`src/rtl/hazard_pkg.sv`:
```
// Shared types and constants for the pipeline hazard control unit.
package hazard_pkg;

  typedef enum logic {RUN, DIV_BUSY} hazard_state_t;

  localparam logic [31:0] NOP_INSTR          = 32'h00000013;
  localparam int          DEFAULT_DIV_CYCLES = 32;
  localparam int          DEFAULT_CNT_W      = 8;

endpackage

```
`src/rtl/load_use_detector.sv`:
```
// Combinational load-use hazard detector: the instruction in ID reads the
// destination of a load that is still in EX, so forwarding cannot help.
module load_use_detector (
  input  logic [4:0] i_rs1_id,
  input  logic [4:0] i_rs2_id,
  input  logic       i_rs1_used_id,
  input  logic       i_rs2_used_id,
  input  logic [4:0] i_rd_ex,
  input  logic       i_mem_read_ex,
  output logic       o_lu
);

  logic w_rs1_hit;
  logic w_rs2_hit;

  // x0 is never a real dependency, so rd_ex==0 never stalls.
  always_comb begin
    w_rs1_hit = i_rs1_used_id && (i_rs1_id == i_rd_ex);
    w_rs2_hit = i_rs2_used_id && (i_rs2_id == i_rd_ex);
    o_lu      = i_mem_read_ex && (i_rd_ex != 5'd0) && (w_rs1_hit || w_rs2_hit);
  end

endmodule

```
`src/rtl/hazard_control_unit.sv`:
```
// Pipeline hazard sequencer for the 5-stage core: load-use stalls,
// taken-branch flushes and multi-cycle divide freeze.
// Optional macro HAZARD_PERF_CNT_EN adds saturating 32-bit stall/flush
// performance counters; control behaviour is identical either way.
module hazard_control_unit
  import hazard_pkg::*;
#(
  parameter int DIV_CYCLES = DEFAULT_DIV_CYCLES,
  parameter int CNT_W      = DEFAULT_CNT_W
) (
  input  logic        clk,
  input  logic        reset,
  input  logic [4:0]  rs1_id,
  input  logic [4:0]  rs2_id,
  input  logic        rs1_used_id,
  input  logic        rs2_used_id,
  input  logic [4:0]  rd_ex,
  input  logic        mem_read_ex,
  input  logic        is_div_id,
  input  logic        branch_taken_ex,
  output logic        pc_write,
  output logic        if_id_write,
  output logic        id_ex_write,
  output logic        id_ex_bubble,
  output logic        ex_mem_bubble,
  output logic        if_id_flush,
  output logic        div_start,
`ifdef HAZARD_PERF_CNT_EN
  output logic [31:0] load_stall_cnt,
  output logic [31:0] div_stall_cnt,
  output logic [31:0] flush_cnt,
`endif
  output logic        div_busy
);

  hazard_state_t    r_state;
  hazard_state_t    w_state_nxt;
  logic [CNT_W-1:0] r_div_cnt;
  logic [CNT_W-1:0] w_div_cnt_nxt;
  logic             w_lu;

  load_use_detector u_lud (
    .i_rs1_id      (rs1_id),
    .i_rs2_id      (rs2_id),
    .i_rs1_used_id (rs1_used_id),
    .i_rs2_used_id (rs2_used_id),
    .i_rd_ex       (rd_ex),
    .i_mem_read_ex (mem_read_ex),
    .o_lu          (w_lu)
  );

  // State and divide-counter registers; reset aborts any divide in flight.
  always_ff @(posedge clk) begin
    if (reset) begin
      r_state   <= RUN;
      r_div_cnt <= '0;
    end else begin
      r_state   <= w_state_nxt;
      r_div_cnt <= w_div_cnt_nxt;
    end
  end

  // Next-state and pipeline control outputs, priority branch > load-use > divide.
  always_comb begin
    w_state_nxt   = r_state;
    w_div_cnt_nxt = r_div_cnt;
    pc_write      = 1'b1;
    if_id_write   = 1'b1;
    id_ex_write   = 1'b1;
    id_ex_bubble  = 1'b0;
    ex_mem_bubble = 1'b0;
    if_id_flush   = 1'b0;
    div_start     = 1'b0;
    div_busy      = 1'b0;
    if (!reset) begin
      case (r_state)
        RUN: begin
          if (branch_taken_ex) begin
            if_id_flush  = 1'b1;
            id_ex_bubble = 1'b1;
          end else if (w_lu) begin
            // One bubble suffices: next cycle the load has moved to MEM.
            pc_write     = 1'b0;
            if_id_write  = 1'b0;
            id_ex_bubble = 1'b1;
          end else if (is_div_id) begin
            div_start     = 1'b1;
            w_state_nxt   = DIV_BUSY;
            w_div_cnt_nxt = CNT_W'(DIV_CYCLES - 1);
          end
        end
        DIV_BUSY: begin
          // EX holds the divide, so branch/load-use/divide inputs are ignored.
          pc_write      = 1'b0;
          if_id_write   = 1'b0;
          id_ex_write   = 1'b0;
          div_busy      = 1'b1;
          w_div_cnt_nxt = r_div_cnt - CNT_W'(1);
          if (r_div_cnt == '0) begin
            // Result cycle: let the quotient into EX/MEM.
            ex_mem_bubble = 1'b0;
            w_state_nxt   = RUN;
            w_div_cnt_nxt = '0;
          end else begin
            ex_mem_bubble = 1'b1;
          end
        end
        default: begin
          w_state_nxt   = RUN;
          w_div_cnt_nxt = '0;
        end
      endcase
    end
  end

`ifdef HAZARD_PERF_CNT_EN
  logic [31:0] r_load_stall_cnt;
  logic [31:0] r_div_stall_cnt;
  logic [31:0] r_flush_cnt;

  function automatic logic [31:0] sat_inc(input logic [31:0] v);
    return (v == 32'hFFFF_FFFF) ? v : v + 32'd1;
  endfunction

  // Saturating event counters for stall and flush profiling.
  always_ff @(posedge clk) begin
    if (reset) begin
      r_load_stall_cnt <= '0;
      r_div_stall_cnt  <= '0;
      r_flush_cnt      <= '0;
    end else begin
      if (r_state == RUN && w_lu && !branch_taken_ex)
        r_load_stall_cnt <= sat_inc(r_load_stall_cnt);
      if (r_state == DIV_BUSY)
        r_div_stall_cnt <= sat_inc(r_div_stall_cnt);
      if (r_state == RUN && branch_taken_ex)
        r_flush_cnt <= sat_inc(r_flush_cnt);
    end
  end

  assign load_stall_cnt = r_load_stall_cnt;
  assign div_stall_cnt  = r_div_stall_cnt;
  assign flush_cnt      = r_flush_cnt;
`endif

endmodule

```
`config.mk`:
```
export PLATFORM = sky130hd
export DESIGN_NAME = hazard_control_unit
export DESIGN_NICKNAME = d
export VERILOG_FILES = /design/src/rtl/hazard_pkg.sv /design/src/rtl/load_use_detector.sv /design/src/rtl/hazard_control_unit.sv
export SDC_FILE = /design/constraint.sdc
export NUM_CORES = 1
export LEC_CHECK = 0
export ABC_AREA = 1
export BUFFER_PORTS_ARGS = -buffer_cell sky130_fd_sc_hd__buf_4
export CAP_MARGIN = 5
export CELL_PAD_IN_SITES_DETAIL_PLACEMENT = 1
export CELL_PAD_IN_SITES_GLOBAL_PLACEMENT = 1
export CORE_AREA = 8 8 59 61
export CTS_CLUSTER_SIZE = 10
export DETAILED_ROUTE_END_ITERATION = 10
export DIE_AREA = 0 0 67 69
export PLACE_DENSITY_LB_ADDON = 0.1
export RECOVER_POWER = 50
export SLEW_MARGIN = 30
export SYNTH_ARGS = -nofsm -noshare
export SYNTH_HDL_FRONTEND = slang
export SYNTH_HIERARCHICAL = 1
export SYNTH_SLANG_ARGS = --single-unit
```
`constraint.sdc`:
```
create_clock -name clk -period 2.15 [get_ports clk]
set_input_delay 0.43 -clock clk [delete_from_list [all_inputs] [get_ports clk]]
set_output_delay 0.43 -clock clk [all_outputs]
set_load 0.02 [all_outputs]
```
-- Word level (Yosys, flattened, before mapping)
Index checks and enable logic that the tools add are counted.
- bits in registers: 9
- latch bits: 0
- memory bits (writable): 0
- memory bits (read-only): 0
- input bits: 22
- output and inout bits: 8
- word-level logic and storage cells: 46
- memories: 0
- add/sub/neg operators: 1
- $mul: 0
- div/mod/pow operators: 0
- $lt $le $gt $ge: 0
- equality and inequality tests: 5
- shifts and indexed selects: 0
- muxes and demuxes: 29
- bitwise operators: 1
- reductions and logical operators: 8
- operators with widths (cell ; number):
    two-way mux 8 bit ; 4
    two-way mux 1 bit ; 22
    one-hot mux 8 bit (2 select lines) ; 1
    equality test 5 bit ; 2
    logical NOT 8 bit ; 1
    subtractor 8 x 1 -> 8 bit (second input constant) ; 1
    inequality test 2 bit (second input constant) ; 3
    nonzero test 5 bit ; 1
    logical AND 1 bit ; 4
    one-hot mux 1 bit (2 select lines) ; 2
    AND reduction 3 bit ; 1
    logical OR 1 bit ; 1
    NOT 1 bit ; 1

-- Longest topological paths before layout
- depth after elaboration: 8
- depth in mapped cells: 13
- mapped depth without buffers: 13

-- By module
Netlist, hierarchy kept.
- by module, submodules not included (module ; instances ; cells an instance ; area an instance (um^2) ; sequential area each (um^2)):
    hazard_control_unit ; 1 ; 93 ; 585.6 ; 180.2
    load_use_detector ; 1 ; 55 ; 216.5 ; 0.0

-- Least setup slack after synthesis
No wires, ideal clock.
- path kind: input-to-output
- start point: input port rd_ex[3]
- end point: output port pc_write
- arrival: 1439 ps
- setup slack: 281 ps
- stages on the path: 6
- path buffers: 1
- cell sequence: inv_1 -> nand4_1 -> o21ai_0 -> a21oi_1 -> a31oi_1 -> buf_4
- longest elaborated chain between the ends: 8
- RTL lines (element ; RTL line ; RTL):
    from (decl) ; hazard_control_unit.sv:17 ; input logic [4:0] rd_ex,
    equality test 5 bit (on tied branches) ; load_use_detector.sv:18, load_use_detector.sv:19 ;
    logical AND 1 bit (on tied branches) ; load_use_detector.sv:18, load_use_detector.sv:19 ;
    logical OR 1 bit ; load_use_detector.sv:20 ; o_lu = i_mem_read_ex && (i_rd_ex != 5'd0) && (w_rs1_hit || w_rs2_hit);
    logical AND 1 bit (*) ; load_use_detector.sv:20 ;
    named net w_lu ; hazard_control_unit.sv:40 ; logic w_lu;
    two-way mux 1 bit (*) (2 in series) ; -- ;
    one-hot mux 1 bit (2 select lines) (*) ; -- ;
    two-way mux 1 bit (*) ; -- ;
    to (decl) ; hazard_control_unit.sv:21 ; output logic pc_write,
The timed path passes the listed nets; every way through them passes the cells marked *.

-- Worst setup path after layout
- start point: register r_div_cnt[0]
- end point: output port ex_mem_bubble
- longest elaborated chain between the ends: 4
- RTL lines (element ; RTL line ; RTL):
    from (decl) ; hazard_control_unit.sv:38 ; logic [CNT_W-1:0] r_div_cnt;
    from (signal assigned) ; hazard_control_unit.sv:59 ; r_div_cnt <= w_div_cnt_nxt;
    logical NOT 8 bit ; hazard_control_unit.sv:99 ; if (r_div_cnt == '0) begin
    two-way mux 1 bit ; hazard_control_unit.sv:99 ;
    two-way mux 1 bit ; hazard_control_unit.sv:76 ; case (r_state)
    two-way mux 1 bit ; hazard_control_unit.sv:75 ; if (!reset) begin
    to (decl) ; hazard_control_unit.sv:25 ; output logic ex_mem_bubble,
Every way passes these cells.

==> out/qor.csv <==
stage,metric,value,unit
floorplan,rows,19,
setup_path,path_max_fanout,6,
setup_path,critPathKind,reg2out,
power,total_power,622.6,µW
layout,fillCellCount,373,
floorplan,core,2615,µm²
sta,rsz0062_at_grt,no,
clock_network,clkTransAtPathRegs,0.07,ns
clock_network,numCtsBuffers,3,
power,max-vdd-ir-drop,0.2807,mV
sta,setup_violations,0,
sta,finalCriticalPeriod,2.001,ns
sta,maxSlewViolCount,0,
layout,syn2layout_area_growth,33.85,%
setup_path,slowest_delay,0.33,ns
floorplan,fp.dieH,69,µm
clock_network,cts_max_level,1,
floorplan,start_util,0.3067,
synth,syn_avg_cell_area,5.419,µm²
setup_path,reg2reg_setup_slack,0.74,ns
grt,antenna_found_initial,0,
synth,netlist_instances,148,
drt,wl,2.604,mm
clock_network,postCtsSetupBuffers,0,
sta,skew,0.008407,ns
clock_network,clk_latency,0.28,ns
floorplan,pin_count,30,
worst_hold_path,min_path_type,in2reg,
drt,first_iter_violations,40,
layout,nets,205,
placement,place_area,1059,µm²
synth,syn_area,802.0,µm²
drt,drc,0,
clock_network,post_cts_resized,0,
synth,synth-edff-count,0,
setup_path,critPathMostFrequentCell,nor2_4,
drt,num_vias,980,
synth,async_flop_share,0,
setup_path,cp_top_family,simple AND/OR/NAND/NOR gates,
setup_path,crit_path_top_delay_cell,ha_1,
layout,antenna_cells,0,
clock_network,ctsLongestPathBuffers,2,
synth,synth_ff_type,dfxtp_1,
sta,tightest_slew,0.3235,ns
synth,ys_types,19,
synth,synth_top_cell_by_area,nand2_1,
synth,ys_ff_latch,9,
run_status,status,finished clean,
synth,syn_nets,171,
drt,dr.pass1.iters,4,
synth,yosys_warnings,6,
power,power_density,580.0,nW/µm²
grt,grt_pass1_vias,1034,
sta,relSlewSlack,0.7843,
clock_network,cts_tree,yes,
sta,setup_slack,0.1488,ns
synth,synthTopCellsByCount,"nand2_1 (51), inv_1 (27), nor2_1 (21)",
placement,place_congestion,0.7661,
synth,ys_seq_area_frac,0.2246,
placement,place_ws,0.1526,ns
drt,post_drt_wl_per_cell,12.28,µm
grt,globalRouteTotalUtil,0.1187,
sta,finalSetupTns,0,ns
floorplan,die_area,4623,µm²
grt,grt_pass1_wl,4.374,mm
setup_path,required,1.72,ns
clock_network,root_buffer,clkbuf_4,
setup_path,crit_chain,inv_1 -> ha_1 -> nand2_1 -> nor2_4 -> nor2_4 -> buf_4,
placement,portBuffers,29,
synth,synth_top_cell_area_share,0.2387,
power,p_leak,0.6261,nW
setup_path,worstPathArrival,1.57,ns
clock_network,cts.sinks,9,
grt,gr-total-overflow,0,
layout,stdcell_area,1074,µm²
grt,grt_max_degree,8,
sta,post-route-period-util,0.9308,
clock_network,cts_hold_buffers,0,
synth,synth_area_leaders,"nand2_1 (24%), dfxtp_1 (22%), inv_1 (13%), nor2_1 (9.8%), nand3_1 (5.6%)",
floorplan,fp.dieW,67,µm
setup_path,cp-end-kind,output pin,
sta,hold_viol,0,
setup_path,critPathBufInv,2,
placement,hpwl,2.255,mm
sta,whs,0.3612,ns
drt,vias_per_cell,4.623,
setup_path,cp-start-kind,flop,
sta,clock.fmax,0.4997,GHz
run,cap_violations,0,
synth,synth_most_common_cell,nand2_1,
drt,ant_nets,0,
layout,drive_gt1_frac,0.2210,
==> layout by cell type (no fill, tap or decap) <==
cell type / count
o21ai_2: 1
clkbuf_4: 4
xor2_1: 2
a31oi_1: 1
inv_1: 29
nand4_1: 2
ha_1: 1
dfxtp_1: 9
nor2_1: 22
buf_4: 28
nand2_1: 51
clkbuf_1: 2
nand3_1: 9
inv_2: 2
nor2_4: 2
nand2_2: 1
o21ai_0: 5
a21oi_1: 7
nor2_2: 1
o21bai_2: 1
o21bai_1: 1
==> final cells by class <==
class                           instances  area (µm²)  share of cell area
Timing Repair Buffer                   30       221.5              0.2063
Multi-Input combinational cell        107       490.5              0.4569
Clock buffer                            4       26.28             0.02448
Tap cell                               31       38.79             0.03613
Inverter                               31       116.4              0.1084
Sequential cell                         9       180.2              0.1678
==> kinds of logic (layout without fill, tap and decap cells) <==
logic type | after synthesis | in the layout | share of synthesized area
adders and majority gates | 1 | 1 | 0.01560
and+or+nand+nor | 88 | 88 | 0.4665
AOI/OAI and AO/OA | 16 | 16 | 0.1170
DFF | 9 | 9 | 0.2246
xor gates and xnor gates | 2 | 2 | 0.02184
buffers and inverters | 32 | 65 | 0.1544
==> power breakdown <==
part	internal, mW	switching, mW	leakage (nW)
combinational	0.109	0.167	0.537
clock	0.0720	0.0686	0.0150
sequential	0.186	0.0200	0.0740
total	0.367	0.256	0.626
==> metal layers <==
metal,up-vias,track usage,part of all wire
met4,0,0.07674,0.028
met3,5,0.02262,0.039
met1,439,0.1147,0.41
met5,-,0,0
met2,23,0.2160,0.53
li1,513,-,-
==> flip-flops by register name, summed over array words and instances, names as in the netlist <==
register	count
r_div_cnt	8
r_state	1
==> worst reg2reg max path, cell delays in order, from the launching register on <==
cell and delay (ns):
dfxtp_1 0.29, inv_1 0.14, ha_1 0.33, nand2_1 0.15
nor2_4 0.16, nor2_4 0.06, inv_2 0.08, o21ai_0 0.07
==> path summary, 6_finish.rpt <==
kind / depth (start not counted) / end / from
max: 6 / ex_mem_bubble / r_div_cnt[0]
min: 2 / r_div_cnt[4] / reset
max reg2reg: 7 / r_state / r_div_cnt[0]
min reg2reg: 2 / r_div_cnt[5] / r_div_cnt[5]
==> stage by stage <==
step	util	cells
detailed placement	0.4048	208
CTS	0.4148	212
global route	0.4105	212
floorplan	-	148
finish	0.4105	212
global placement	0.4048	208
Power figures use the tool's default switching activity.
